<file path="src/rtl/sprite_fetch_sched_pkg.sv">
// ============================================================================
//  Module  : sprite_fetch_sched_pkg
//  Brief   : Shared constants, FSM encodings and visibility test for the
//            per-line sprite fetch scheduler.
//  Rev     : 1.0
// ============================================================================
`default_nettype none

package sprite_fetch_sched_pkg;

    localparam int c_OAM_COUNT    = 40;
    localparam int c_SPR_PER_LINE = 10;
    localparam int c_RD_LAT       = 2;

    localparam int c_IDX_W     = 6;
    localparam int c_LIST_W    = 4;
    localparam int c_VRAM_AW   = 12;

    localparam logic [8:0] c_SPR_H8    = 9'd8;
    localparam logic [8:0] c_SPR_H16   = 9'd16;
    localparam logic [8:0] c_Y_OFFSET  = 9'd16;

    localparam logic [2:0] c_ST_IDLE     = 3'd0;
    localparam logic [2:0] c_ST_SCAN     = 3'd1;
    localparam logic [2:0] c_ST_FETCH_LO = 3'd2;
    localparam logic [2:0] c_ST_WAIT_LO  = 3'd3;
    localparam logic [2:0] c_ST_FETCH_HI = 3'd4;
    localparam logic [2:0] c_ST_WAIT_HI  = 3'd5;
    localparam logic [2:0] c_ST_DONE     = 3'd6;

    // 9-bit compare so sprites parked near the bottom of OAM space never wrap
    function automatic logic spr_visible(input logic [7:0] v_cnt,
                                         input logic [7:0] y_pos,
                                         input logic       size16);
        logic [8:0] line;
        logic [8:0] top;
        logic [8:0] h;
        line = {1'b0, v_cnt} + c_Y_OFFSET;
        top  = {1'b0, y_pos};
        h    = size16 ? c_SPR_H16 : c_SPR_H8;
        return (line >= top) && (line < top + h);
    endfunction

endpackage

`default_nettype wire

</file>
<file path="src/rtl/sprite_fetch_sched_if.sv">
// ============================================================================
//  Module  : sprite_fetch_sched_if
//  Brief   : Shared VRAM read port (req/gnt handshake plus address).
//  Rev     : 1.0
// ============================================================================
`default_nettype none

interface sprite_fetch_sched_if;
    import sprite_fetch_sched_pkg::*;

    logic                 vram_req;
    logic                 vram_gnt;
    logic [c_VRAM_AW-1:0] vram_addr;

    modport master (output vram_req, output vram_addr, input vram_gnt);
    modport slave  (input vram_req, input vram_addr, output vram_gnt);

endinterface

`default_nettype wire

</file>
<file path="src/rtl/sprite_fetch_sched_line_list.sv">
// ============================================================================
//  Module  : sprite_line_list
//  Brief   : In-order list of kept sprite slot indices with clear, saturating
//            append, count and random read.
//  Rev     : 1.0
// ============================================================================
`default_nettype none

module sprite_line_list
    import sprite_fetch_sched_pkg::*;
#(
    parameter int DEPTH = c_SPR_PER_LINE
) (
    input  wire logic                clk,
    input  wire logic                reset_n,
    input  wire logic                i_clear,
    input  wire logic                i_append,
    input  wire logic [c_IDX_W-1:0]  i_app_idx,
    input  wire logic [c_LIST_W-1:0] i_rd_idx,
    output logic      [c_IDX_W-1:0]  o_rd_data,
    output logic      [c_LIST_W-1:0] o_count
);

    logic [c_IDX_W-1:0]  r_list [DEPTH];
    logic [c_LIST_W-1:0] r_count;
    logic                w_room;

    assign w_room  = r_count < c_LIST_W'(DEPTH);
    assign o_count = r_count;

    always_ff @(posedge clk or negedge reset_n) begin
        if (!reset_n) begin
            r_count <= '0;
            for (int i = 0; i < DEPTH; i++) begin
                r_list[i] <= '0;
            end
        end else if (i_clear) begin
            r_count <= '0;
        end else if (i_append && w_room) begin
            r_count <= r_count + c_LIST_W'(1);
            for (int i = 0; i < DEPTH; i++) begin
                if (r_count == c_LIST_W'(i)) begin
                    r_list[i] <= i_app_idx;
                end
            end
        end
    end

    always_comb begin
        o_rd_data = '0;
        for (int i = 0; i < DEPTH; i++) begin
            if (i_rd_idx == c_LIST_W'(i)) begin
                o_rd_data = r_list[i];
            end
        end
    end

endmodule

`default_nettype wire

</file>
<file path="src/rtl/sprite_fetch_sched.sv">
// ============================================================================
//  Module  : sprite_fetch_sched
//  Brief   : Scans OAM once per line for visible sprites, then fetches both
//            tile planes of each kept sprite over the shared VRAM port.
//  Rev     : 1.0
// ============================================================================
`default_nettype none

module sprite_fetch_sched
    import sprite_fetch_sched_pkg::*;
#(
    parameter int OAM_COUNT    = c_OAM_COUNT,
    parameter int SPR_PER_LINE = c_SPR_PER_LINE,
    parameter int RD_LAT       = c_RD_LAT
) (
    input  wire logic                clk,
    input  wire logic                reset_n,
    input  wire logic                line_start,
    input  wire logic [7:0]          v_cnt,
    input  wire logic                size16,
    output logic      [c_IDX_W-1:0]  scan_idx,
    input  wire logic [7:0]          oam_y,
    output logic      [c_IDX_W-1:0]  spr_sel,
    input  wire logic [10:0]         spr_addr,
    sprite_fetch_sched_if.master     vram,
    output logic      [1:0]          ds,
    output logic      [c_LIST_W-1:0] spr_count,
    output logic                     busy,
    output logic                     done
);

    localparam int                 c_LAT_W    = $clog2(RD_LAT + 1);
    localparam logic [c_LAT_W-1:0] c_LAT_LAST = c_LAT_W'(RD_LAT - 1);

    logic [2:0]          r_state;
    logic [c_IDX_W-1:0]  r_scan_idx;
    logic [c_IDX_W-1:0]  r_spr_sel;
    logic [c_LIST_W-1:0] r_k;
    logic [c_LAT_W-1:0]  r_lat;
    logic                r_req;
    logic [1:0]          r_ds;
    logic                r_busy;
    logic                r_done;

    logic                w_scan;
    logic                w_append;
    logic                w_last_slot;
    logic                w_have_spr;
    logic                w_fetching;
    logic                w_hi;
    logic [c_LIST_W-1:0] w_count;
    logic [c_LIST_W-1:0] w_k_next;
    logic [c_LIST_W-1:0] w_rd_idx;
    logic [c_IDX_W-1:0]  w_rd_data;
    logic [c_IDX_W-1:0]  w_first_sel;

    assign w_scan      = (r_state == c_ST_SCAN);
    assign w_append    = w_scan && spr_visible(v_cnt, oam_y, size16);
    assign w_last_slot = (r_scan_idx == c_IDX_W'(OAM_COUNT - 1));
    assign w_have_spr  = (w_count != '0) || w_append;
    assign w_k_next    = r_k + c_LIST_W'(1);
    assign w_rd_idx    = w_scan ? '0 : w_k_next;
    // The final slot may be the first one kept, before it lands in the list
    assign w_first_sel = (w_count == '0) ? r_scan_idx : w_rd_data;
    assign w_fetching  = (r_state == c_ST_FETCH_LO) || (r_state == c_ST_FETCH_HI);
    assign w_hi        = (r_state == c_ST_FETCH_HI);

    sprite_line_list #(
        .DEPTH     (SPR_PER_LINE)
    ) u_list (
        .clk       (clk),
        .reset_n   (reset_n),
        .i_clear   (line_start),
        .i_append  (w_append),
        .i_app_idx (r_scan_idx),
        .i_rd_idx  (w_rd_idx),
        .o_rd_data (w_rd_data),
        .o_count   (w_count)
    );

    assign scan_idx       = r_scan_idx;
    assign spr_sel        = r_spr_sel;
    assign spr_count      = w_count;
    assign ds             = r_ds;
    assign busy           = r_busy;
    assign done           = r_done;
    assign vram.vram_req  = r_req;
    assign vram.vram_addr = w_fetching ? {spr_addr, w_hi} : '0;

    always_ff @(posedge clk or negedge reset_n) begin
        if (!reset_n) begin
            r_state    <= c_ST_IDLE;
            r_scan_idx <= '0;
            r_spr_sel  <= '0;
            r_k        <= '0;
            r_lat      <= '0;
            r_req      <= 1'b0;
            r_ds       <= 2'b00;
            r_busy     <= 1'b0;
            r_done     <= 1'b0;
        end else if (line_start) begin
            r_state    <= c_ST_SCAN;
            r_scan_idx <= '0;
            r_k        <= '0;
            r_lat      <= '0;
            r_req      <= 1'b0;
            r_ds       <= 2'b00;
            r_busy     <= 1'b1;
            r_done     <= 1'b0;
        end else begin
            case (r_state)
                c_ST_SCAN: begin
                    if (w_last_slot) begin
                        r_scan_idx <= '0;
                        r_k        <= '0;
                        if (w_have_spr) begin
                            r_state   <= c_ST_FETCH_LO;
                            r_spr_sel <= w_first_sel;
                            r_req     <= 1'b1;
                        end else begin
                            r_state <= c_ST_DONE;
                            r_busy  <= 1'b0;
                            r_done  <= 1'b1;
                        end
                    end else begin
                        r_scan_idx <= r_scan_idx + c_IDX_W'(1);
                    end
                end
                c_ST_FETCH_LO, c_ST_FETCH_HI: begin
                    if (r_req && vram.vram_gnt) begin
                        r_req   <= 1'b0;
                        r_lat   <= '0;
                        r_state <= w_hi ? c_ST_WAIT_HI : c_ST_WAIT_LO;
                    end
                end
                c_ST_WAIT_LO, c_ST_WAIT_HI: begin
                    // Strobe cycle is the last cycle of WAIT, so it never overlaps a request
                    if (r_ds != 2'b00) begin
                        r_ds <= 2'b00;
                        if (r_state == c_ST_WAIT_LO) begin
                            r_state <= c_ST_FETCH_HI;
                            r_req   <= 1'b1;
                        end else if (w_k_next == w_count) begin
                            r_state <= c_ST_DONE;
                            r_busy  <= 1'b0;
                            r_done  <= 1'b1;
                        end else begin
                            r_k       <= w_k_next;
                            r_spr_sel <= w_rd_data;
                            r_state   <= c_ST_FETCH_LO;
                            r_req     <= 1'b1;
                        end
                    end else begin
                        r_lat <= r_lat + c_LAT_W'(1);
                        if (r_lat == c_LAT_LAST) begin
                            r_ds <= (r_state == c_ST_WAIT_LO) ? 2'b01 : 2'b10;
                        end
                    end
                end
                c_ST_IDLE, c_ST_DONE: begin
                end
                default: begin
                    r_state <= c_ST_IDLE;
                end
            endcase
        end
    end

endmodule

`default_nettype wire

</file>
<file path="src/flat_wrapper.sv">
// flat-port wrapper written by rule: the top's interface ports become plain ports
module sprite_fetch_sched_flat import sprite_fetch_sched_pkg::*;
#(
    parameter int OAM_COUNT    = c_OAM_COUNT,
    parameter int SPR_PER_LINE = c_SPR_PER_LINE,
    parameter int RD_LAT       = c_RD_LAT
)
  (clk, reset_n, line_start, v_cnt, size16, scan_idx, oam_y, spr_sel, spr_addr, ds, spr_count, busy, done, vram_vram_req, vram_vram_addr, vram_vram_gnt);
  sprite_fetch_sched_if vram_i ();
  input  wire logic clk;
  input  wire logic reset_n;
  input  wire logic line_start;
  input  wire logic [7:0] v_cnt;
  input  wire logic size16;
  output logic      [c_IDX_W-1:0] scan_idx;
  input  wire logic [7:0] oam_y;
  output logic      [c_IDX_W-1:0] spr_sel;
  input  wire logic [10:0] spr_addr;
  output logic      [1:0] ds;
  output logic      [c_LIST_W-1:0] spr_count;
  output logic busy;
  output logic done;
  output wire logic [$bits(vram_i.vram_req)-1:0] vram_vram_req;
  output wire logic [$bits(vram_i.vram_addr)-1:0] vram_vram_addr;
  input wire logic [$bits(vram_i.vram_gnt)-1:0] vram_vram_gnt;
  assign vram_vram_req = vram_i.vram_req;
  assign vram_vram_addr = vram_i.vram_addr;
  assign vram_i.vram_gnt = vram_vram_gnt;
  sprite_fetch_sched #(.OAM_COUNT(OAM_COUNT), .SPR_PER_LINE(SPR_PER_LINE), .RD_LAT(RD_LAT)) u_core (.clk(clk), .reset_n(reset_n), .line_start(line_start), .v_cnt(v_cnt), .size16(size16), .scan_idx(scan_idx), .oam_y(oam_y), .spr_sel(spr_sel), .spr_addr(spr_addr), .vram(vram_i), .ds(ds), .spr_count(spr_count), .busy(busy), .done(done));
endmodule
</file>
<file path="config.mk">
export PLATFORM = sky130hd
export DESIGN_NAME = sprite_fetch_sched_flat
export DESIGN_NICKNAME = d
export VERILOG_FILES = /design/src/rtl/sprite_fetch_sched_pkg.sv /design/src/rtl/sprite_fetch_sched_if.sv /design/src/rtl/sprite_fetch_sched_line_list.sv /design/src/rtl/sprite_fetch_sched.sv /design/src/flat_wrapper.sv
export SDC_FILE = /design/constraint.sdc
export NUM_CORES = 1
export LEC_CHECK = 0
export ABC_AREA = 1
export CAP_MARGIN = 20
export CORE_AREA = 10 10 188 102
export DETAILED_ROUTE_END_ITERATION = 7
export DIE_AREA = 0 0 198 112
export DONT_BUFFER_PORTS = 1
export GPL_ROUTABILITY_DRIVEN = 0
export GPL_TIMING_DRIVEN = 0
export MAX_ROUTING_LAYER = met4
export PLACE_DENSITY_LB_ADDON = 0.1
export RECOVER_POWER = 25
export SYNTH_ARGS = -nofsm -noshare
export SYNTH_HDL_FRONTEND = slang
export SYNTH_SLANG_ARGS = --single-unit
</file>
<file path="constraint.sdc">
create_clock -name clk -period 2.1 [get_ports clk]
set_input_delay 0.21 -clock clk [delete_from_list [all_inputs] [get_ports clk]]
set_output_delay 0.21 -clock clk [all_outputs]
set_load 0.01 [all_outputs]
</file>
; ---- After elaboration in Yosys (flattened, before gate mapping)
; Index checks and enable logic that the tools add are counted.
; Widths: inputs -> output; s select.
[word_totals]
register_bits = 90
[op_classes]
eq_ne = 43
add_sub_neg = 6
n_reduce_logical = 39
magnitude_cmp = 3
bitwise_logic = 1
n_mux = 71
[op_table]
columns = op, count
row1 = $mux 6, 19
row2 = $reduce_and 3->1, 11
row3 = $eq 4x3->1 const B, 8
row4 = $mux 4, 8
row5 = $mux 3, 8
row6 = $mux 1, 19
row7 = $ne 3x3->1 const B, 6
row8 = $eq 4x2->1 const B, 4
row9 = $eq 4x4->1 const B, 4
row10 = $mux 2, 8
row11 = $mux 12, 1
row12 = $pmux 3 s4, 1
row13 = $pmux 6 s2, 1
row14 = $reduce_and 6->1, 2
row15 = $ne 2x2->1 const B, 5
row16 = $reduce_bool 2->1, 5
row17 = $add 8x5->9 const B, 1
row18 = $add 8x9->9, 1
row19 = $eq 3x3->1 const B, 3
row20 = $ge 9x8->1, 1
row21 = $lt 9x9->1, 1
row22 = $ne 3x2->1 const B, 3
row23 = $reduce_bool 3->1, 3
row24 = $add 4x1->4 const B, 2
row25 = 27 further kinds, 38

; ---- Logic depth before layout (Yosys ltp)
[depth]
ltp_word = 17
depth_mapped = 18

; ---- Cells and area by module
; A second synthesis with hierarchy kept.
[unflattened]
cells_unflattened = 702
area_unflattened_um2 = 5373.9
[modules_own_cells]
columns = mod, n_inst, cells_each, area_per_inst_um2
row1 = sprite_line_list, 1, 367, 3161.8
row2 = sprite_fetch_sched, 1, 335, 2212.1

; ---- Least setup slack after synthesis
; No wires, ideal clock.
[synth_timing]
kind = input to register
startpoint = in size16
endpoint = reg u_core.u_list.r_list[42] in the netlist's numbering
t_arrival_ns = 2.741
setup_time_ns = 0.117
path_stages = 18
n_path_buf = 1
setup_slack_ns = -0.757
path_cell_list = inv_1 -> ha_1 -> inv_1 -> fa_1 -> nor3_1 -> xor2_1 -> ha_1 -> nand4_1 -> inv_1 -> nand2_1 -> o211ai_2 -> nor2_2 -> nand3_4 -> nor3_4 -> buf_12 -> nand3_4 -> nand2_1 -> nand2_1
[synth_between]
elab_chain_cells = 7
[synth_rtl]
columns = element, line
row1 = "start, declared", flat_wrapper.sv:14  ; input wire logic size16;
row2 = $mux 5, sprite_fetch_sched_pkg.sv:40  ; h = size16 ? c_SPR_H16 : c_SPR_H8;
row3 = $add 8x9->9, sprite_fetch_sched_pkg.sv:41  ; return (line >= top) && (line < top + h);
row4 = $lt 9x9->1, sprite_fetch_sched_pkg.sv:41
row5 = $logic_and 1x1->1, sprite_fetch_sched_pkg.sv:41
row6 = $logic_and 1x1->1, sprite_fetch_sched.sv:58  ; assign w_append = w_scan && spr_visible(v_cnt, oam_y, size16);
row7 = $logic_and 1x1->1, sprite_fetch_sched_line_list.sv:39  ; end else if (i_append && w_room) begin
row8 = $reduce_and 3->1 (no source line), n/a
row9 = "end signal, assigned by index", sprite_fetch_sched_line_list.sv:43  ; r_list[i] <= i_app_idx;
row10 = "end, declared", sprite_fetch_sched_line_list.sv:24  ; logic [c_IDX_W-1:0] r_list [DEPTH];
; No other way between the ends.
; A chain may end at the register's enable or synchronous reset.

; ---- Worst setup path after layout
[layout_timing]
startpoint = in size16
endpoint = reg u_core.u_list.r_list[54] in the netlist's numbering
; The elaborated chain is that of the path after synthesis.

==> qor.csv <==
metric,value,unit
run status,"complete, but fails checks",
failing checks,"negative hold slack, negative setup slack",
io pins,65,
first-pass detailed-route iteration total,5,
Starting Density,34.2,%
Max clock buf depth,2,
"Avg Cell Area, Syn",7.54,um2
RSZ-0062 raised after global routing,true,
DRC,0,
Pwr Density,984,mW/mm2
final slew viol count,0,
CTS Root Cell,clkbuf_16,
layout overhead on the synthesized area,20.6,%
Post-Place Cell Area,0.00579,mm2
Cells after DPL,933,
Synth area leaders,"dfrtp_1 (41%), nand2_1 (14%), inv_1 (6.1%), ha_1 (5.5%), nor2_1 (5.4%)",
Worst-Margin Slew,635,ps
worst rel slew slack,57.5,%
top cell type's share of synthesized area,41.3,%
Synth top cells by count,"nand2_1 (210), dfrtp_1 (90), inv_1 (89), nor2_1 (79), nand3_1 (56)",
initial antenna violation count,0,
largest net degree at the start of global routing,91,
Setup WS pre-CTS,-1240,ps
layout cell share with drive strength beyond 1,19.0,%
Cells after Synth,723,
Synth async-reset ratio,100,%
dominant synthesized flop cell,dfrtp_1,
post-route cell area,0.00658,mm2
DP Wirelength,14.2,mm
CORE AREA,0.0159,mm2
DRT met1 WL,9.99,mm
Hold WS,-455,ps
GRT Util Overall,17.6,%
first-pass GRT wire length,29.0,mm
CTS Buf Count,9,
DR top layer,met4,
Inserted Diodes,0,
Worst EP arrival,2840,ps
"area leader, netlist",dfrtp_1,
final-stage net count,805,
worst hold path class,in2async,
vias in the first global route,4909,
crit path launch type,input pin,
drt wl/cell,19.4,um
Die ar.,0.0222,mm2
CP endpoint kind,register,
Die Width,198,um
"CTS clk-pin slew, worst paths",70,ps
Cell Rows,33,
max_cap viols,0,
Post-Layout Cell Count,963,
total gr overflow,0,
Vias/cell,5.19,
Detailed Route Iter0 Violations,407,
WL met3,1.91,mm
TritonCTS clock tree,built,
H-tree levels,3,
peak ir drop on the vdd network,554,uV
Routed WL,18.7,mm
Yosys reg bits,90,
I/O Buffers,0,
Critical Path Fanout Max,5,
"Min Clock Period, post-route",2620,ps
Post-synth EDFFs,0,
met2 routed WL,6.69,mm
Netlist Area Pre-Place,0.00545,mm2
final setup vio count,75,
CP required,2320,ps
Fmax,381,MHz
Syn. warnings,0,
Max Clock Skew,11.4,ps
number of library cell types mapped by synthesis,42,
LEAKAGE,3.15,nW
die height,112,um
Fin Setup TNS,-33280,ps
final hold vios,90,
register area share after synthesis,41.3,%
final worst path period share,125,%
"count leader, synth",nand2_1,
Mapped Nets,780,
CTS sink cnt,90,
ANT nets after route,0,
clock latency on the worst-skew pair,350,ps
Via Count,5001,
kind of critical path,in2reg,
setup ws final,-522,ps
[stage by stage]
stage	util [%]	power, mW
final	41.3	6.47
after global routing	41.3	6.87
after CTS	40.0	6.30
after detailed placement	36.3	4.40
after global placement	36.3	4.36
after floorplan	-	3.73
[worst max-delay path, stage by stage]
cell,delay [ps]
clkinv_16,30
ha_4,120
inv_2,30
fa_2,360
nor3_2,210
xor2_1,180
ha_1,270
nand4_1,150
inv_1,70
nand2_2,90
o211ai_2,90
nor2_2,150
nand3_4,100
nor3_4,210
buf_12,170
buf_12,110
nand2_8,50
buf_6,140
nand2_2,40
o21ai_1,60
[metal layers]
| metal | vias to the layer above | track usage, % |
|---|---|---|
| li1 | 2391 | - |
| met1 | 2404 | 26.1 |
| met2 | 192 | 21.1 |
| met3 | 14 | 7.15 |
| met4 | 0 | 3.26 |
| met5 | - | - |
[kinds of logic (layout without fill, tap and decap cells)]
| group | after synthesis | count (layout) | share of synthesized area (%) |
|---|---|---|---|
| buf+inv | 113 | 142 | 9.57 |
| mux | 1 | 1 | 0.184 |
| fa+ha+maj | 25 | 25 | 5.87 |
| compound gates | 81 | 81 | 8.21 |
| flops | 90 | 90 | 41.3 |
| simple gates | 405 | 406 | 33.6 |
| xor+xnor | 8 | 8 | 1.28 |
[power by group]
group	internal, mW	leakage [nW]	switching (mW)	total, mW
clock	0.898	0.143	0.690	1.59
combinational	0.821	1.78	1.87	2.69
sequential	1.93	1.23	0.265	2.19
total	3.65	3.15	2.82	6.47
[state kept, by name (all words and copies together) (netlist names)]
name,cells
u_core.scan_idx,6
u_core.u_list.o_count,4
u_core.r_state,3
u_core.r_k,4
u_core.u_list.r_list,60
u_core.done,1
u_core.spr_sel,6
u_core.ds,2
u_core.vram.vram_req,1
u_core.busy,1
u_core.r_lat,2
[cell type report]
type | count | area, um2
clock buffers | 14 | 274
plain buffers | 21 | 218
flip-flops and latches | 90 | 2250
well taps | 210 | 263
inverters | 92 | 374
clock inverters | 2 | 10.0
repair buffers | 13 | 176
fillers | 1615 | 9360
multi-input cells | 521 | 3010
[worst paths after layout]
kind / startpoint / end / slack [ps] / cells after the start
min in group clk: line_start / u_core.scan_idx[0] / 70 / 3
max reg2reg: u_core.r_k[0] / u_core.spr_sel[1] / -310 / 12
max in group asynchronous: reset_n / u_core.scan_idx[4] / 2390 / 0
min: reset_n / u_core.u_list.o_count[2] / -450 / 0
max: size16 / u_core.u_list.r_list[54] / -520 / 20
min reg2reg: u_core.u_list.r_list[6] / u_core.u_list.r_list[6] / 470 / 2
[cells in the final DEF (no fill, tap or decap), types with 2 or more instances in the layout]
master,synthesis,layout
nand2_1,210,183
dfrtp_1,90,89
inv_1,89,86
nor2_1,79,60
nand3_1,56,50
nand4_1,32,32
o21ai_1,35,32
nand2_2,6,27
ha_1,24,22
nor2_2,4,18
o21ai_0,17,17
a21oi_1,14,13
buf_6,1,12
clkbuf_16,0,11
buf_4,3,8
nand3_4,6,8
nand3_2,2,6
nor2_4,1,6
buf_12,4,6
xor2_1,6,5
buf_2,11,5
nand2_4,0,5
inv_2,3,4
o21ai_2,1,4
o31ai_1,4,4
clkbuf_1,2,3
clkbuf_8,0,3
xnor2_1,2,2
nor3_2,1,2
a21oi_2,1,2
nor4_4,0,2
nand2_8,0,2
nor3_1,3,2
o22ai_1,2,2
ha_4,0,2
clkinv_2,0,2
[repair_timing]
action,CTS,global route
setup buffers,8,0
setup endpoints to repair,88,90
gates resized for setup,51,44
pin swaps,19,16
gates cloned,4,2
hold endpoints to repair,90,90
Note: power is estimated with default switching activity, not from simulation.
